--- src/rtl/morse_pkg.sv ---
// Shared constants and helpers for the Morse decoder.
// Symbol encoding, ASCII codes and field widths.
package morse_pkg;

  localparam logic [7:0] CH_SPACE   = 8'h20;
  localparam logic [7:0] CH_UNKNOWN = 8'h3F;

  typedef enum logic {
    SYM_DOT  = 1'b0,
    SYM_DASH = 1'b1
  } sym_e;

  function automatic int len_w(input int max_sym);
    return $clog2(max_sym + 1);
  endfunction

endpackage

--- src/rtl/morse_lut.sv ---
// Combinational {len, code} to ASCII table.
// ascii == 0 means the code is not assigned.
module morse_lut
  import morse_pkg::*;
#(
  parameter int MAX_SYMBOLS = 5,
  parameter int PUNCT_EN    = 1
) (
  input  logic [len_w(MAX_SYMBOLS)-1:0] len,
  input  logic [MAX_SYMBOLS-1:0]        code,
  output logic                          hit,
  output logic [7:0]                    ascii
);

  localparam bit PUNCT = (PUNCT_EN != 0) && (MAX_SYMBOLS >= 6);

  logic [7:0]  c8;
  logic [11:0] key;

  // Bits above len are always zero, so the full key is matched.
  always_comb begin
    c8 = '0;
    c8[MAX_SYMBOLS-1:0] = code;
    key = {4'(len), c8};
    ascii = 8'h00;
    case (key)
      {4'd1, 8'b0}:     ascii = "E";
      {4'd1, 8'b1}:     ascii = "T";
      {4'd2, 8'b00}:    ascii = "I";
      {4'd2, 8'b01}:    ascii = "A";
      {4'd2, 8'b10}:    ascii = "N";
      {4'd2, 8'b11}:    ascii = "M";
      {4'd3, 8'b000}:   ascii = "S";
      {4'd3, 8'b001}:   ascii = "U";
      {4'd3, 8'b010}:   ascii = "R";
      {4'd3, 8'b011}:   ascii = "W";
      {4'd3, 8'b100}:   ascii = "D";
      {4'd3, 8'b101}:   ascii = "K";
      {4'd3, 8'b110}:   ascii = "G";
      {4'd3, 8'b111}:   ascii = "O";
      {4'd4, 8'b0000}:  ascii = "H";
      {4'd4, 8'b0001}:  ascii = "V";
      {4'd4, 8'b0010}:  ascii = "F";
      {4'd4, 8'b0100}:  ascii = "L";
      {4'd4, 8'b0110}:  ascii = "P";
      {4'd4, 8'b0111}:  ascii = "J";
      {4'd4, 8'b1000}:  ascii = "B";
      {4'd4, 8'b1001}:  ascii = "X";
      {4'd4, 8'b1010}:  ascii = "C";
      {4'd4, 8'b1011}:  ascii = "Y";
      {4'd4, 8'b1100}:  ascii = "Z";
      {4'd4, 8'b1101}:  ascii = "Q";
      {4'd5, 8'b01111}: ascii = "1";
      {4'd5, 8'b00111}: ascii = "2";
      {4'd5, 8'b00011}: ascii = "3";
      {4'd5, 8'b00001}: ascii = "4";
      {4'd5, 8'b00000}: ascii = "5";
      {4'd5, 8'b10000}: ascii = "6";
      {4'd5, 8'b11000}: ascii = "7";
      {4'd5, 8'b11100}: ascii = "8";
      {4'd5, 8'b11110}: ascii = "9";
      {4'd5, 8'b11111}: ascii = "0";
      default:          ascii = 8'h00;
    endcase
    if (PUNCT) begin
      case (key)
        {4'd6, 8'b010101}: ascii = ".";
        {4'd6, 8'b110011}: ascii = ",";
        {4'd6, 8'b001100}: ascii = "?";
        default:           ;
      endcase
    end
    hit = (ascii != 8'h00);
  end

endmodule

--- src/rtl/morse_decoder.sv ---
// Morse symbol collector with letter/word gap timing
// and a single-entry valid/ready output register.
module morse_decoder
  import morse_pkg::*;
#(
  parameter int MAX_SYMBOLS = 5,
  parameter int LETTER_GAP  = 0,
  parameter int WORD_GAP    = 0,
  parameter int PUNCT_EN    = 1
) (
  input  logic                                 clk,
  input  logic                                 reset,
  input  logic                                 dot,
  input  logic                                 dash,
  input  logic                                 done,
  input  logic                                 out_ready,
  output logic [7:0]                           out_char,
  output logic                                 out_valid,
  output logic                                 out_err,
  output logic                                 overrun,
  output logic                                 busy,
  output logic [$clog2(MAX_SYMBOLS+1)-1:0]     cur_len
);

  localparam int LEN_W   = len_w(MAX_SYMBOLS);
  localparam int GAP_MAX = (LETTER_GAP > WORD_GAP) ? LETTER_GAP : WORD_GAP;
  localparam int GAP_W   = (GAP_MAX < 1) ? 1 : $clog2(GAP_MAX + 1);

  logic [MAX_SYMBOLS-1:0] sym_code_q, sym_code_d;
  logic [LEN_W-1:0]       sym_len_q, sym_len_d;
  logic                   ovf_q, ovf_d;
  logic [GAP_W-1:0]       gap_q, gap_d;
  logic                   word_pend_q, word_pend_d;
  logic [7:0]             out_char_q, out_char_d;
  logic                   out_valid_q, out_valid_d;
  logic                   out_err_q, out_err_d;
  logic                   overrun_q, overrun_d;

  logic                   has, lg_hit, wg_hit, fin, sym_ev;
  logic                   sym_bit;
  logic                   lut_hit;
  logic [7:0]             lut_char;
  logic                   prod, prod_err;
  logic [7:0]             prod_char;
  logic [MAX_SYMBOLS-1:0] code_b;
  logic [LEN_W-1:0]       len_b;
  logic                   ovf_b;

  morse_lut #(
    .MAX_SYMBOLS (MAX_SYMBOLS),
    .PUNCT_EN    (PUNCT_EN)
  ) u_lut (
    .len   (sym_len_q),
    .code  (sym_code_q),
    .hit   (lut_hit),
    .ascii (lut_char)
  );

  // Letter close and word space triggers.
  always_comb begin
    has    = (sym_len_q != '0);
    lg_hit = (LETTER_GAP != 0) && has
          && (gap_q == GAP_W'(LETTER_GAP));
    fin    = has && (done || lg_hit);
    wg_hit = (WORD_GAP != 0) && word_pend_q && !has
          && (gap_q == GAP_W'(WORD_GAP));
    sym_ev  = !done && (dot || dash);
    sym_bit = dash ? SYM_DASH : SYM_DOT;
  end

  // Collector: a closing letter restarts from empty, then takes the symbol.
  always_comb begin
    code_b = fin ? '0 : sym_code_q;
    len_b  = fin ? '0 : sym_len_q;
    ovf_b  = fin ? 1'b0 : ovf_q;
    sym_code_d = code_b;
    sym_len_d  = len_b;
    ovf_d      = ovf_b;
    gap_d      = gap_q;
    if (sym_ev) begin
      gap_d = '0;
      if (len_b < LEN_W'(MAX_SYMBOLS)) begin
        sym_code_d = {code_b[MAX_SYMBOLS-2:0], sym_bit};
        sym_len_d  = len_b + LEN_W'(1);
      end else begin
        ovf_d = 1'b1;
      end
    end else if ((has || word_pend_q)
              && (gap_q != GAP_W'(GAP_MAX))) begin
      gap_d = gap_q + GAP_W'(1);
    end
    word_pend_d = word_pend_q;
    if (fin) word_pend_d = 1'b1;
    else if (wg_hit) word_pend_d = 1'b0;
  end

  // Output register with drop-on-full and overrun pulse.
  always_comb begin
    prod      = fin || wg_hit;
    prod_err  = !wg_hit && (ovf_q || !lut_hit);
    prod_char = wg_hit ? CH_SPACE
              : (prod_err ? CH_UNKNOWN : lut_char);
    out_char_d  = out_char_q;
    out_err_d   = out_err_q;
    out_valid_d = out_valid_q;
    overrun_d   = 1'b0;
    if (out_valid_q && out_ready) out_valid_d = 1'b0;
    if (prod) begin
      if (!out_valid_q || out_ready) begin
        out_char_d  = prod_char;
        out_err_d   = prod_err;
        out_valid_d = 1'b1;
      end else begin
        overrun_d = 1'b1;
      end
    end
  end

  // State registers.
  always_ff @(posedge clk or posedge reset) begin
    if (reset) begin
      sym_code_q  <= '0;
      sym_len_q   <= '0;
      ovf_q       <= 1'b0;
      gap_q       <= '0;
      word_pend_q <= 1'b0;
      out_char_q  <= 8'h00;
      out_valid_q <= 1'b0;
      out_err_q   <= 1'b0;
      overrun_q   <= 1'b0;
    end else begin
      sym_code_q  <= sym_code_d;
      sym_len_q   <= sym_len_d;
      ovf_q       <= ovf_d;
      gap_q       <= gap_d;
      word_pend_q <= word_pend_d;
      out_char_q  <= out_char_d;
      out_valid_q <= out_valid_d;
      out_err_q   <= out_err_d;
      overrun_q   <= overrun_d;
    end
  end

  assign out_char  = out_char_q;
  assign out_valid = out_valid_q;
  assign out_err   = out_err_q;
  assign overrun   = overrun_q;
  assign busy      = (sym_len_q != '0);
  assign cur_len   = sym_len_q;

endmodule

--- config.mk ---
export PLATFORM = sky130hd
export DESIGN_NAME = morse_decoder
export DESIGN_NICKNAME = d
export VERILOG_FILES = /design/src/rtl/morse_pkg.sv /design/src/rtl/morse_lut.sv /design/src/rtl/morse_decoder.sv
export SDC_FILE = /design/constraint.sdc
export NUM_CORES = 1
export LEC_CHECK = 0
export ABC_AREA = 1
export CAP_MARGIN = 20
export CORE_UTILIZATION = 40
export CTS_BUF_LIST = sky130_fd_sc_hd__clkbuf_8
export DETAILED_ROUTE_END_ITERATION = 6
export HOLD_SLACK_MARGIN = 0.12
export PLACE_DENSITY = 0.59
export SLEW_MARGIN = 10
export SYNTH_ARGS = -nofsm -noshare
export SYNTH_HDL_FRONTEND = slang
export SYNTH_SLANG_ARGS = --single-unit
--- constraint.sdc ---
create_clock -name clk -period 2.1 [get_ports clk]
set_input_delay 0.42 -clock clk [delete_from_list [all_inputs] [get_ports clk]]
set_output_delay 0.42 -clock clk [all_outputs]
set_load 0.01 [all_outputs]
# After elaboration in Yosys (flattened, before gate mapping)
# Index checks and enable logic that the tools add are counted.
# word_totals
elab_cells	74
ff_bits	20
output_inout_bits	15
# op_classes
n_mux	17
n_eq_ne	36
addsub	1
order_cmp	1
reduce_logical	12
# op_table
operator	n
$pmux W7 S36	1
$eq A8 B8 Y1 const B	22
$eq A8 B7 Y1 const B	12
$eq A8 B6 Y1 const B	2
$mux W5	3
$mux W1	9
$mux W3	3
$mux W8	1
$reduce_bool A8 Y1	1
$add A3 B1 Y3 const B	1
$logic_and A1 B1 Y1	3
$logic_not A1 Y1	3
$logic_or A1 B1 Y1	3
$lt A3 B3 Y1 const B	1
$reduce_bool A3 Y1	1
$reduce_and A2 Y1	1

# Longest topological paths before layout
# depth
ltp_word	6
mapped_depth	13

# Cells and area by module
# A second synthesis with hierarchy kept.
# hier_totals
hier_cells	264
hier_area_um2	1627.8
# by_module_without_submodules
module	instances	area_each_um2	cells_per_inst
morse_decoder	1	929.6	99
morse_lut	1	698.2	165

# Worst setup path before layout
# No wires, ideal clock.
# synth_path
path_type	register to register
start	register sym_len_q[0] (netlist: cur_len[0])
end	register sym_len_q[2] (netlist: cur_len[2])
stages_incl_launch_ff	11
t_required_ns	1.957
period_less_slack_ns	1.650
path_slack_ns	0.450
setup_time_ns	0.143
t_arrival_ns	1.507
path_buffers	1
cell_sequence	dfrtp_1 > buf_4 > nor2_1 > nand2_2 > nand2_4 > inv_1 > nor2_1 > ha_1 > nand2_1 > nand3_1 > o221ai_1
# synth_between
elab_chain_len	6
word_cells_on_any_way	7
cone_classes	add/sub: 1; order compare: 1; mux: 3; reduce/logical: 2
# synth_lines
item	line	text
start: declaration	morse_decoder.sv:30	logic [LEN_W-1:0] sym_len_q, sym_len_d;
start signal: assignment	morse_decoder.sv:133	sym_len_q <= sym_len_d;
$reduce_bool A3 Y1 *	n/a	
net busy	morse_decoder.sv:21	output logic busy,
$logic_and A1 B1 Y1 *	morse_decoder.sv:64	fin = has && (done || lg_hit);
$mux W3 *	morse_decoder.sv:74	len_b = fin ? '0 : sym_len_q;
$add A3 B1 Y3 or $lt A3 B3 Y1 (tied branches)	morse_decoder.sv:84, morse_decoder.sv:82	
$mux W3	morse_decoder.sv:82	if (len_b < LEN_W'(MAX_SYMBOLS)) begin
$mux W3 *	morse_decoder.sv:80	if (sym_ev) begin
net sym_len_d[2]	morse_decoder.sv:30	
# Mark *: on every way through the listed nets, which the timed path passes. The rest lies on a longest branch.
# A chain may end at the register's enable or synchronous reset.

# Worst setup path in the final report
# layout_path
start	register sym_len_q[2] (netlist: cur_len[2])
end	output busy
# layout_between
elab_chain_len	1
# layout_lines
item	line	text
$reduce_bool A3 Y1	morse_decoder.sv:148	assign busy = (sym_len_q != '0);
end: declaration	morse_decoder.sv:21	
# No other way between the ends.

==> flow_summary.html <==
<table>
<tr><th>Metric</th><th>Value</th></tr>
<tr><th colspan="2">Synth</th></tr>
<tr><td>Average cell area after synthesis</td><td>6.018 um^2</td></tr>
<tr><td>Yosys warning count</td><td>0</td></tr>
<tr><td>Cell count after synthesis</td><td>258</td></tr>
<tr><td>Sequential area share after synthesis</td><td>0.3062</td></tr>
<tr><td>Cell taking the most area after synthesis</td><td>dfrtp_1</td></tr>
<tr><td>Synth area leaders</td><td>dfrtp_1 (31%), nand2_1 (19%), nor2_1 (14%)</td></tr>
<tr><td>Proportion of netlist area held by the largest area contributor</td><td>0.3062</td></tr>
<tr><td>Mapped cell area</td><td>0.001553 mm^2</td></tr>
<tr><td>Synth Net Count</td><td>265</td></tr>
<tr><td>Count of different cell masters after synthesis</td><td>25</td></tr>
<tr><td>Flip-flop and latch count after synthesis</td><td>19</td></tr>
<tr><th colspan="2">GRT</th></tr>
<tr><td>Congestion Overflow GR</td><td>0</td></tr>
<tr><td>Maximum number of pins on one net before global-route repair</td><td>20</td></tr>
<tr><td>Initial antenna violation count</td><td>0</td></tr>
<tr><td>Number of global-route vias before repair</td><td>1538</td></tr>
<tr><td>Global-route wire length before repair</td><td>between 6 and 7 mm</td></tr>
<tr><td>Combined global-route utilization of all metal layers</td><td>0.2139</td></tr>
<tr><th colspan="2">Route</th></tr>
<tr><td>Wire length per cell</td><td>11.80 um</td></tr>
<tr><td>Number of design rule violations left after detail routing</td><td>0</td></tr>
<tr><td>Vias per cell</td><td>4.909</td></tr>
<tr><td>Number of design-rule violations left by the first detailed-router iteration</td><td>169</td></tr>
<tr><td>Detailed-route wire length</td><td>3.872 mm</td></tr>
<tr><td>DR pass1 iterations</td><td>4</td></tr>
<tr><td>Final antenna-violating net count</td><td>0</td></tr>
<tr><td>Routed vias</td><td>~1600</td></tr>
<tr><th colspan="2">Timing</th></tr>
<tr><td>Final worst-path cycle share</td><td>0.9582</td></tr>
<tr><td>Hold Violations, Final</td><td>0</td></tr>
<tr><td>Total negative slack for setup checks</td><td>0 ns</td></tr>
<tr><td>Unrepaired setup endpoints after global routing</td><td>false</td></tr>
<tr><td>Maximum operating frequency</td><td>0.4969 GHz</td></tr>
<tr><td>Clock period minus worst slack</td><td>approximately 2.0 ns</td></tr>
<tr><td>Final worst clock skew</td><td>0.004232 ns</td></tr>
<tr><td>Worst-case setup margin in the final layout</td><td>0.08770 ns</td></tr>
<tr><td>Setup-violating endpoint count in the final report</td><td>0</td></tr>
<tr><td>Slew Viols, Final</td><td>0</td></tr>
<tr><th colspan="2">Clock tree</th></tr>
<tr><td>Clk root buf</td><td>clkbuf_8</td></tr>
<tr><td>Total clock buffers created by CTS</td><td>3</td></tr>
<tr><td>Clock slew at the register clock pins of the worst setup and hold paths</td><td>0.07 ns</td></tr>
<tr><td>CTS Hold Bufs</td><td>0</td></tr>
<tr><td>Clk sink count</td><td>19</td></tr>
<tr><td>Buffers inserted by post-CTS timing repair</td><td>0</td></tr>
<tr><td>CTS H-Tree Depth</td><td>1</td></tr>
<tr><td>Clock latency on the worst-skew pair</td><td>~0.25 ns</td></tr>
<tr><td>Number of buffers on the longest clock path</td><td>2</td></tr>
<tr><td>Cts repair resizes</td><td>0</td></tr>
<tr><td>Clock tree from TritonCTS</td><td>yes</td></tr>
<tr><th colspan="2">Cells and area</th></tr>
<tr><td>Fill cell instance count of the final layout</td><td>409</td></tr>
<tr><td>Finished Core Util</td><td>0.5007</td></tr>
<tr><td>Combined area of the multi-input logic cells</td><td>about 930 um^2</td></tr>
<tr><td>Number of nets in the layout</td><td>between 200 and 300</td></tr>
<tr><td>Total inserted antenna cells</td><td>0</td></tr>
<tr><td>Layout Area Growth over Synthesis</td><td>18.94%</td></tr>
<tr><td>Fraction of layout cells with a size suffix above 1</td><td>0.1143</td></tr>
<tr><td>Filler-free cell count of the finished design</td><td>328</td></tr>
<tr><td>Register area</td><td>~480 um^2</td></tr>
<tr><th colspan="2">Placed design</th></tr>
<tr><td>Worst Setup Slack post-DPL</td><td>about 0.19 ns</td></tr>
<tr><td>Global placer's final weighted congestion</td><td>slightly above 0.9</td></tr>
<tr><td>Detailed-placement wirelength estimate</td><td>3.104 mm</td></tr>
<tr><td>Total of buffers placed on input and output ports</td><td>19</td></tr>
<tr><td>Placed Cells</td><td>324</td></tr>
<tr><th colspan="2">Floorplanning</th></tr>
<tr><td>Overall die area</td><td>0.004135 mm^2</td></tr>
<tr><td>X dimension of the die</td><td>64.31 um</td></tr>
<tr><td>I/O pin cnt</td><td>21</td></tr>
<tr><td>Number of placement rows</td><td>22</td></tr>
<tr><td>Die Y-Extent</td><td>64.31 um</td></tr>
<tr><td>Core Region</td><td>0.003689 mm^2</td></tr>
<tr><td>Starting density of the core</td><td>0.4210</td></tr>
<tr><th colspan="2">Setup path</th></tr>
<tr><td>Largest stage delay, worst path</td><td>0.54 ns</td></tr>
<tr><td>Critical Path End Type</td><td>output pin</td></tr>
<tr><td>Critical-path cell with the highest stage delay</td><td>dfrtp_1</td></tr>
<tr><td>Highest fanout seen on the critical path</td><td>8</td></tr>
<tr><td>Number of buffer and inverter stages on the critical path</td><td>2</td></tr>
<tr><td>CP arrival</td><td>1.59 ns</td></tr>
<tr><td>Critical Path Source Type</td><td>flip-flop</td></tr>
<tr><td>Data required time at the worst endpoint</td><td>1.68 ns</td></tr>
<tr><td>Critical path class</td><td>flip-flop to output pin</td></tr>
<tr><td>Series of cell instances along the critical path</td><td>inv_2 -&gt; nand2_2 -&gt; clkdlybuf4s50_1</td></tr>
<tr><td>Worst path top cell family by delay</td><td>buffers and inverters</td></tr>
<tr><th colspan="2">Run</th></tr>
<tr><td>Maximum Capacitance Violations</td><td>0</td></tr>
<tr><th colspan="2">Outcome</th></tr>
<tr><td>Run status</td><td>completed</td></tr>
<tr><th colspan="2">Power</th></tr>
<tr><td>Static leakage</td><td>a little under 1 nW</td></tr>
<tr><td>Largest vdd supply drop</td><td>0.7517 mV</td></tr>
<tr><td>Power per Cell Area</td><td>1227 mW/mm^2</td></tr>
<tr><th colspan="2">Hold path</th></tr>
<tr><td>Tightest Hold Check Type</td><td>primary input to async pin</td></tr>
</table>
state kept, by name, summed over array words and instances, names as in the netlist:
| signal | flops |
|---|---|
| out_valid | 1 |
| cur_len | 3 |
| out_char | 7 |
| out_err | 1 |
| overrun | 1 |
| ovf_q | 1 |
| sym_code_q | 5 |
cells by family after synthesis:
logic type      share of synthesized area
compound gates                    0.06124
xor+xnor                         0.005642
fa+ha+maj                        0.008057
buf+inv                           0.09347
flops                              0.3062
other cells                      0.002415
simple gates                       0.5230
placed cells by master (no fill, tap or decap), types with 2 or more instances in the layout:
cell,count
nor2_4,5
nand4_1,4
nor2_2,5
buf_4,3
clkdlybuf4s50_1,19
o21ai_0,12
inv_2,4
or2_2,5
nand2_1,80
nand2_2,4
dfrtp_1,19
nor2_1,57
inv_1,28
clkbuf_8,3
nand3_1,18
nand2_4,2
nor3_1,2
final timing paths:
path | start | end | slack (ns) | depth (start not counted)
max in group asynchronous | reset | out_char[0] | 1.41 | 3
hold reg to reg | out_char[6] | out_char[6] | 0.49 | 2
setup / recovery | cur_len[2] | busy | 0.09 | 3
min in group clk | out_char[6] | out_char[6] | 0.49 | 2
hold / removal | reset | overrun | 0.49 | 3
setup reg to reg | cur_len[2] | out_char[0] | 0.25 | 10
worst min-delay path: cells and delay by family:
family / cells / cell delay (ns)
buf+inv: 3 / 0.70
cells in the mapped netlist, drive strengths merged:
master,count
ha,1
nor3,2
xor2,1
nor2,67
conb,1
inv,32
buf,4
o21a,1
o21ai,13
nand2,86
nand3,18
o221ai,1
dfrtp,19
nand4,4
or2,6
a2bb2oi,1
a21oi,1
through the flow:
stage	cell area, um^2	total power [mW]	hold slack, ns
6_report	1847	2.265	0.4877
5_1_grt	1847	2.508	0.5091
4_1_cts	1847	2.283	0.4914
3_5_place_dp	1800	2.020	0.4794
3_3_place_gp	1800	2.031	0.4810
2_1_floorplan	1553	1.552	0.3711
area by class of cell:
type                       count  share of cell area
timing repair buffer          22              0.1152
inverter                      32             0.06504
clock buffer                   3             0.02236
sequential                    19              0.2575
tap                           48             0.03252
clock inverter                 1            0.002710
multi-input combinational    203              0.5047
routing by layer:
layer,part of all wire,vias to the layer above,global-route usage
met5,0,-,0
met4,0.021,0,0.08889
met3,0.043,8,0.02143
met2,0.46,46,0.3368
met1,0.47,717,0.2963
li1,-,839,-
power breakdown:
group	internal (mW)	leakage, nW	switching, mW	total (mW)
Sequential	0.493	0.232	0.158	0.650
Combinational	0.556	0.713	0.811	1.37
Clock	0.132	0.0255	0.117	0.248
(Power assumes the default switching activity.)
